--- src/rtl/bw_io_ddr_rptr_pipe_if.sv ---
// ---------------------------------------------------------------------------
// bw_io_ddr_rptr_pipe_if
//   Bundles the channel bus of the DDR repeater pipeline.
//   master : upstream/controller side (drives din, vld_in, din_par, hold,
//            flush, byp; observes dout, vld_out, pipe_rdy, perr)
//   slave  : repeater side (bw_io_ddr_rptr_pipe)
//   Signals:
//     din      [NCH*W]  channel data, channel c = din[c*W +: W]
//     vld_in   [NCH]    per-channel valid
//     din_par  [NCH]    per-channel even parity of din
//     hold              freeze whole pipeline
//     flush             clear valids, fill counter, parity errors
//     byp               static combinational bypass select
//     dout     [NCH*W]  repeated data
//     vld_out  [NCH]    repeated valid
//     pipe_rdy          pipeline primed since last reset/flush
//     perr     [NCH]    sticky parity error flags
// ---------------------------------------------------------------------------
interface bw_io_ddr_rptr_pipe_if #(
   parameter int NCH = 8,
   parameter int W   = 8
);
   logic [NCH*W-1:0] din;
   logic [NCH-1:0]   vld_in;
   logic [NCH-1:0]   din_par;
   logic             hold;
   logic             flush;
   logic             byp;
   logic [NCH*W-1:0] dout;
   logic [NCH-1:0]   vld_out;
   logic             pipe_rdy;
   logic [NCH-1:0]   perr;

   modport master (
      output din, vld_in, din_par, hold, flush, byp,
      input  dout, vld_out, pipe_rdy, perr
   );

   modport slave (
      input  din, vld_in, din_par, hold, flush, byp,
      output dout, vld_out, pipe_rdy, perr
   );
endinterface

--- src/rtl/bw_io_ddr_rptr_pipe.sv ---
// ---------------------------------------------------------------------------
// bw_io_ddr_rptr_pipe
//   Retimed DDR pad-ring repeater: NCH independent W-bit channels, each
//   carried through a STAGES-deep flopped pipeline with per-channel valid
//   tracking, global hold/flush and a static combinational bypass.
//
//   Ports:
//     clk   core clock, posedge
//     rst   asynchronous active-high reset
//     bus   bw_io_ddr_rptr_pipe_if.slave (see interface header)
//
//   Optional feature macro: BW_IO_DDR_RPTR_PAR_EN
//     defined   : din_par travels with the data; a valid output beat whose
//                 data/parity disagree sets a sticky perr bit one cycle later.
//     undefined : no parity flops, din_par ignored, perr tied to 0.
// ---------------------------------------------------------------------------
module bw_io_ddr_rptr_pipe #(
   parameter int NCH    = 8,
   parameter int W      = 8,
   parameter int STAGES = 2,
   parameter int CW     = 3
) (
   input  logic                     clk,
   input  logic                     rst,
   bw_io_ddr_rptr_pipe_if.slave     bus
);

   // ------------------------------------------------------------------------
   // Elaboration-time parameter checks
   // ------------------------------------------------------------------------
   if (STAGES < 1 || STAGES > 4) begin : g_bad_stages
      $error("bw_io_ddr_rptr_pipe: STAGES=%0d outside legal range 1..4", STAGES);
   end

   if ((2 ** CW) <= STAGES) begin : g_bad_cw
      $error("bw_io_ddr_rptr_pipe: CW=%0d too narrow for STAGES=%0d", CW, STAGES);
   end

   localparam int            LAST = STAGES - 1;
   localparam logic [CW-1:0] FULL = CW'(STAGES);

   // ------------------------------------------------------------------------
   // Pipeline state
   // ------------------------------------------------------------------------
   logic [W-1:0]     d_q [STAGES][NCH];
   logic [NCH-1:0]   v_q [STAGES];
   logic [CW-1:0]    cnt_q;
   logic             rdy_q;
   logic [NCH*W-1:0] dout_pipe;

   // Stage registers. Valid bits always shift; data only moves when the
   // bit ahead of it is valid, so idle channels do not toggle.
   always_ff @(posedge clk or posedge rst) begin
      if (rst) begin
         for (int unsigned k = 0; k < STAGES; k++) begin
            v_q[k] <= '0;
            for (int unsigned c = 0; c < NCH; c++) begin
               d_q[k][c] <= '0;
            end
         end
      end else if (bus.flush) begin
         // flush wins over hold; data registers keep their contents
         for (int unsigned k = 0; k < STAGES; k++) begin
            v_q[k] <= '0;
         end
      end else if (!bus.hold) begin
         v_q[0] <= bus.vld_in;
         for (int unsigned k = 1; k < STAGES; k++) begin
            v_q[k] <= v_q[k-1];
         end
         for (int unsigned c = 0; c < NCH; c++) begin
            if (bus.vld_in[c]) begin
               d_q[0][c] <= bus.din[c*W +: W];
            end
         end
         for (int unsigned k = 1; k < STAGES; k++) begin
            for (int unsigned c = 0; c < NCH; c++) begin
               if (v_q[k-1][c]) begin
                  d_q[k][c] <= d_q[k-1][c];
               end
            end
         end
      end
   end

   // ------------------------------------------------------------------------
   // Fill counter and ready flag
   // ------------------------------------------------------------------------
   // rdy_q samples the counter after it has saturated, so it rises one
   // edge after the count reaches STAGES.
   always_ff @(posedge clk or posedge rst) begin
      if (rst) begin
         cnt_q <= '0;
         rdy_q <= 1'b0;
      end else if (bus.flush) begin
         cnt_q <= '0;
         rdy_q <= 1'b0;
      end else if (!bus.hold) begin
         if (cnt_q != FULL) begin
            cnt_q <= cnt_q + 1'b1;
         end
         rdy_q <= (cnt_q == FULL);
      end
   end

   assign bus.pipe_rdy = rdy_q;

   // ------------------------------------------------------------------------
   // Output mux: bypass is purely combinational, pipeline keeps running
   // ------------------------------------------------------------------------
   always_comb begin
      dout_pipe = '0;
      for (int unsigned c = 0; c < NCH; c++) begin
         dout_pipe[c*W +: W] = d_q[LAST][c];
      end
   end

   assign bus.dout    = bus.byp ? bus.din    : dout_pipe;
   assign bus.vld_out = bus.byp ? bus.vld_in : v_q[LAST];

   // ------------------------------------------------------------------------
   // Optional parity tracking
   // ------------------------------------------------------------------------
`ifdef BW_IO_DDR_RPTR_PAR_EN
   logic [NCH-1:0] p_q [STAGES];
   logic [NCH-1:0] perr_q;
   logic [NCH-1:0] par_bad;

   // parity bits follow exactly the same gating as the data they cover
   always_ff @(posedge clk or posedge rst) begin
      if (rst) begin
         for (int unsigned k = 0; k < STAGES; k++) begin
            p_q[k] <= '0;
         end
      end else if (!bus.flush && !bus.hold) begin
         for (int unsigned c = 0; c < NCH; c++) begin
            if (bus.vld_in[c]) begin
               p_q[0][c] <= bus.din_par[c];
            end
         end
         for (int unsigned k = 1; k < STAGES; k++) begin
            for (int unsigned c = 0; c < NCH; c++) begin
               if (v_q[k-1][c]) begin
                  p_q[k][c] <= p_q[k-1][c];
               end
            end
         end
      end
   end

   always_comb begin
      par_bad = '0;
      for (int unsigned c = 0; c < NCH; c++) begin
         par_bad[c] = (^d_q[LAST][c]) ^ p_q[LAST][c];
      end
   end

   // checked only on pipelined output beats; bypass traffic is not checked
   always_ff @(posedge clk or posedge rst) begin
      if (rst) begin
         perr_q <= '0;
      end else if (bus.flush) begin
         perr_q <= '0;
      end else if (!bus.hold) begin
         perr_q <= perr_q | (v_q[LAST] & par_bad & {NCH{~bus.byp}});
      end
   end

   assign bus.perr = perr_q;
`else
   logic unused_din_par;
   assign unused_din_par = ^bus.din_par;
   assign bus.perr       = '0;
`endif

endmodule
--- src/flat_wrapper.sv ---
// flat-port wrapper written by rule: the top's interface ports become plain ports
module bw_io_ddr_rptr_pipe_flat 
#(
   parameter int NCH    = 8,
   parameter int W      = 8,
   parameter int STAGES = 2,
   parameter int CW     = 3
)
  (clk, rst, bus_din, bus_vld_in, bus_din_par, bus_hold, bus_flush, bus_byp, bus_dout, bus_vld_out, bus_pipe_rdy, bus_perr);
  bw_io_ddr_rptr_pipe_if #(.NCH(NCH), .W(W)) bus_i ();
  input  logic clk;
  input  logic rst;
  input wire logic [$bits(bus_i.din)-1:0] bus_din;
  input wire logic [$bits(bus_i.vld_in)-1:0] bus_vld_in;
  input wire logic [$bits(bus_i.din_par)-1:0] bus_din_par;
  input wire logic [$bits(bus_i.hold)-1:0] bus_hold;
  input wire logic [$bits(bus_i.flush)-1:0] bus_flush;
  input wire logic [$bits(bus_i.byp)-1:0] bus_byp;
  output wire logic [$bits(bus_i.dout)-1:0] bus_dout;
  output wire logic [$bits(bus_i.vld_out)-1:0] bus_vld_out;
  output wire logic [$bits(bus_i.pipe_rdy)-1:0] bus_pipe_rdy;
  output wire logic [$bits(bus_i.perr)-1:0] bus_perr;
  assign bus_i.din = bus_din;
  assign bus_i.vld_in = bus_vld_in;
  assign bus_i.din_par = bus_din_par;
  assign bus_i.hold = bus_hold;
  assign bus_i.flush = bus_flush;
  assign bus_i.byp = bus_byp;
  assign bus_dout = bus_i.dout;
  assign bus_vld_out = bus_i.vld_out;
  assign bus_pipe_rdy = bus_i.pipe_rdy;
  assign bus_perr = bus_i.perr;
  bw_io_ddr_rptr_pipe #(.NCH(NCH), .W(W), .STAGES(STAGES), .CW(CW)) u_core (.clk(clk), .rst(rst), .bus(bus_i));
endmodule
--- config.mk ---
export PLATFORM = sky130hd
export DESIGN_NAME = bw_io_ddr_rptr_pipe_flat
export DESIGN_NICKNAME = d
export VERILOG_FILES = /design/src/rtl/bw_io_ddr_rptr_pipe_if.sv /design/src/rtl/bw_io_ddr_rptr_pipe.sv /design/src/flat_wrapper.sv
export SDC_FILE = /design/constraint.sdc
export NUM_CORES = 1
export LEC_CHECK = 0
export ABC_CLOCK_PERIOD_IN_PS = 5300
export CAP_MARGIN = 30
export CELL_PAD_IN_SITES_DETAIL_PLACEMENT = 2
export CELL_PAD_IN_SITES_GLOBAL_PLACEMENT = 2
export CORE_ASPECT_RATIO = 0.7
export CORE_UTILIZATION = 30
export CTS_BUF_LIST = sky130_fd_sc_hd__clkbuf_2
export DETAILED_ROUTE_END_ITERATION = 6
export PLACE_DENSITY = 0.81
export SLEW_MARGIN = 20
export SYNTH_ARGS = -nofsm -noshare
export SYNTH_HDL_FRONTEND = slang
export SYNTH_SLANG_ARGS = --single-unit
--- constraint.sdc ---
create_clock -name clk -period 5.3 [get_ports clk]
set_input_delay 1.06 -clock clk [delete_from_list [all_inputs] [get_ports clk]]
set_output_delay 1.06 -clock clk [all_outputs]
set_load 0.02 [all_outputs]
* Yosys cells after proc, flatten, opt, wreduce, memory -nomap -nowiden
Cells that the tools add are included.
** Word-level totals
- Register bits after elaboration :: 148
- Input port bits :: 85
- Output and inout port bits :: 81
- Logic and storage cells :: 53
** Cells by class
- $add $sub $neg :: 1
- Eq/ne operators :: 3
- Mux-type cells :: 9
- Bitwise gates (word level) :: 2
- Reductions and logical operators :: 18
** Operators by type and width (number)
- two-way mux 64 bit :: 1
- AND reduction 3 bit :: 16
- two-way mux 16 bit :: 2
- two-way mux 3 bit :: 3
- two-way mux 8 bit :: 1
- adder 3 x 1 -> 3 bit, second input constant :: 1
- equality test 3 x 2 -> 1 bit, second input constant :: 1
- != test 3 x 2 -> 1 bit, second input constant :: 1
- two-way mux 1 bit :: 2
- != test 2 x 1 -> 1 bit, second input constant :: 1
- inverter 1 bit :: 2
- AND reduction 2 bit :: 1
- nonzero test 2 bit :: 1

* Logic depth before layout (Yosys ltp)
- Word-level depth :: 4
- Gate-level depth with buffers :: 5
- Gate-level depth less buffers :: 5

* Least setup slack after synthesis
No wires, ideal clock.
- Path type :: input to output
- From :: in bus_byp
- To :: out bus_dout[0]
- Arrival time :: 1.925 ns
- Data required time :: 4.240 ns
- Slack :: 2.315 ns
- Cell stages on the path :: 3
- Buffers on the path :: 2
- Path through :: clkbuf_1 -> buf_2 -> mux2_2
** Between the ends
- Longest elaborated chain between the ends :: 1
** RTL lines
- from (decl) :: line flat_wrapper.sv:18 : input wire logic [$bits(bus_i.byp)-1:0] bus_byp;
- two-way mux 64 bit :: line bw_io_ddr_rptr_pipe.sv:118 : assign bus.dout = bus.byp ? bus.din : dout_pipe;
- to (decl) :: line flat_wrapper.sv:19 : output wire logic [$bits(bus_i.dout)-1:0] bus_dout;
No other way between the ends.

* Worst setup path after layout
- From :: in bus_byp
- To :: out bus_vld_out[6]
** Between the ends
- Longest elaborated chain between the ends :: 1
** RTL lines
- two-way mux 8 bit :: line bw_io_ddr_rptr_pipe.sv:119 : assign bus.vld_out = bus.byp ? bus.vld_in : v_q[LAST];
- to (decl) :: line flat_wrapper.sv:20 : output wire logic [$bits(bus_i.vld_out)-1:0] bus_vld_out;
No other way between the ends.

==> qor.yml <==
final_layout:
  drive_gt1_frac: 0.395
  fin_nets: 684
  final_util: 0.394
  final_cell_area_um2: 8970
  final_cell_count_no_fill: 922
  area_delta_synth_final_pct: 28.5
  diodes: 0
die:
  initial_core_util: 0.307
  ios: 166
  dieArea_um2: 23900
  fp.dieW_um: 184
  die_y_um: 130
  coreArea_um2: 22700
  row_count: 46
power_and_ir_drop:
  powerDensity_nw_per_um2: 382
  ir_drop_v: 0.000140
  total_leakage_power_nw: 3.88
place:
  hpwl_um: 12100
  dpl_cell_area_um2: 8650
  numPortBuffers: 149
  place_inst: 889
  gp_congestion: 0.715
synth:
  ys_ff_latch: 148
  synth.most_common_cell: "dfrtp_1"
  synthTopCellsByArea: "dfrtp_1 53%, mux2_2 20%, mux2_4 17%"
  synth_cell_types: 19
  yosysSeqAreaShare: 0.531
  yosysWarningCount: 0
  synth-main-ff-cell: "dfrtp_1"
  async_flop_share: 1.00
  synth_top_area_cell: "dfrtp_1"
  syn_area_per_cell_um2: 15.4
  synth_commonest_cells: "148 x dfrtp_1, 122 x mux2_2, 80 x mux2_4"
  yosysTopAreaCellShare: 0.531
  syn_area_um2: 6980
  syn_inst: 454
  synth_edf_count: 0
clocking:
  tritoncts: "built"
  clockBufferDepth: 2
  cts_root_buffer: "clkbuf_2"
  cts.sinks: 148
  worstSkewPairLatency_ps: 750
  cts_setup_buffers: 0
  cts_made_buffers: 17
  cts_resized: 0
  h-tree-depth: 4
  clk_pin_slew_ps: 240
  cts_hold_buf: 0
sta:
  worst_pin_slew_ps: 734
  setup_viol: 0
  fmax_mhz: 260
  timing.final.crit_share: 0.726
  finalCriticalPeriod_ps: 3850
  fin_skew_ps: 53.1
  hold_viol: 0
  rsz0062_at_grt: "false"
  finalSetupTns_ps: 0
  drv_slew: 0
  relSlewSlack: 0.510
drt:
  wl_per_cell_um: 18.8
  postRouteAntennaNets: 0
  post-route-drc-count: 0
  first_pass_iters: 4
  num_vias: 4115
  drt_iter0_markers: 126
  routed_wl_um: 17300
  via_per_inst: 4.46
worst_setup_path:
  critPathCaptureType: "output port"
  critPathArrivalTime_ps: 2790
  critPathKind: "input pin to output port"
  crit_required_ps: 4240
  rrSetupSlack_ps: 3860
  crit_fanout: 41
  startpoint_type: "input pin"
grt:
  grt_pass1_wl_um: 28000
  first_global_vias: 4963
  grt_max_degree: 73
  antenna_found_initial: 0
  grt.total_usage: 0.155
  grt.overflow.total: 0
run:
  maxCapViolations: 0
hold_path:
  min_path_type: "flip-flop to flip-flop"
status:
  status: "finished, final reports clean"
final timing paths:
path	endpoint	cells past startpoint	start
worst max-delay path	bus_vld_out[6]	4	bus_byp
worst min-delay path	u_core.d_q[0]$_DFFE_PP0P_	1	u_core.d_q[64]$_DFFE_PP0P_
worst max register to register	u_core.cnt_q[2]$_DFFE_PP0P_	4	u_core.cnt_q[0]$_DFFE_PP0P_
worst min register to register	u_core.d_q[0]$_DFFE_PP0P_	1	u_core.d_q[64]$_DFFE_PP0P_
max in group asynchronous	u_core.d_q[114]$_DFFE_PP0P_	3	rst
min in group asynchronous	u_core.d_q[94]$_DFFE_PP0P_	2	rst
placed cells by master, fill, tap and decap left out, drive strengths merged, types with 2 or more instances in the layout:
cell type	count
dfrtp	148
clkbuf	18
inv	4
buf	6
ha	2
mux2	202
clkinv	7
bufinv	5
conb	8
clkinvlp	2
clkdlybuf4s50	148
mux2i	16
a21oi	3
nor2	21
and2	16
logic make-up (layout without fill, tap and decap cells):
family,count (synthesis),count (layout),synth area share
compound gates,4,4,0.00287
other cells,1,8,0.000537
simple gates,40,40,0.0291
mux,218,218,0.392
buf+inv,41,190,0.0412
flops,148,148,0.531
fa+ha+maj,2,2,0.00359
report_power, final:
part           switching [mW]  internal [mW]
Clock                   0.429          0.357
Sequential              0.163           1.41
Combinational           0.410          0.656
sequential cells by signal (all words and copies together), names as in the netlist:
register             cells
u_core.bus.pipe_rdy      1
u_core.v_q              16
u_core.d_q             128
u_core.cnt_q             3
worst max-delay path: stages:
cell	delay [ps]
buf_4	380
buf_12	290
mux2_2	380
clkdlybuf4s50_1	610
layer usage:
metal,up-vias,routed length (um),GRT usage
li1,1854,-,-
met1,2143,7880,0.198
met2,103,8390,0.254
met3,15,849,0.0424
met4,0,199,0.0525
met5,-,0,0
final cells by class:
class / instances / area, um^2
fillers: 2241 / 13800
flip-flops and latches: 148 / 3700
multi-input cells: 272 / 3010
repair buffers: 154 / 1540
well taps: 312 / 390
clock inverters: 14 / 210
clock buffers: 18 / 90.1
inverters: 4 / 20.0
stage by stage:
stage | power (mW) | hold slack [ps] | worst slack, ps
5_1_grt | 3.61 | 522 | 1360
6_report | 3.42 | 498 | 1450
3_3_place_gp | 2.60 | 483 | 1340
3_5_place_dp | 2.67 | 492 | 1320
2_1_floorplan | 2.24 | 476 | 260
4_1_cts | 3.48 | 505 | 1320
No activity file was read; power rests on OpenSTA's default activity.
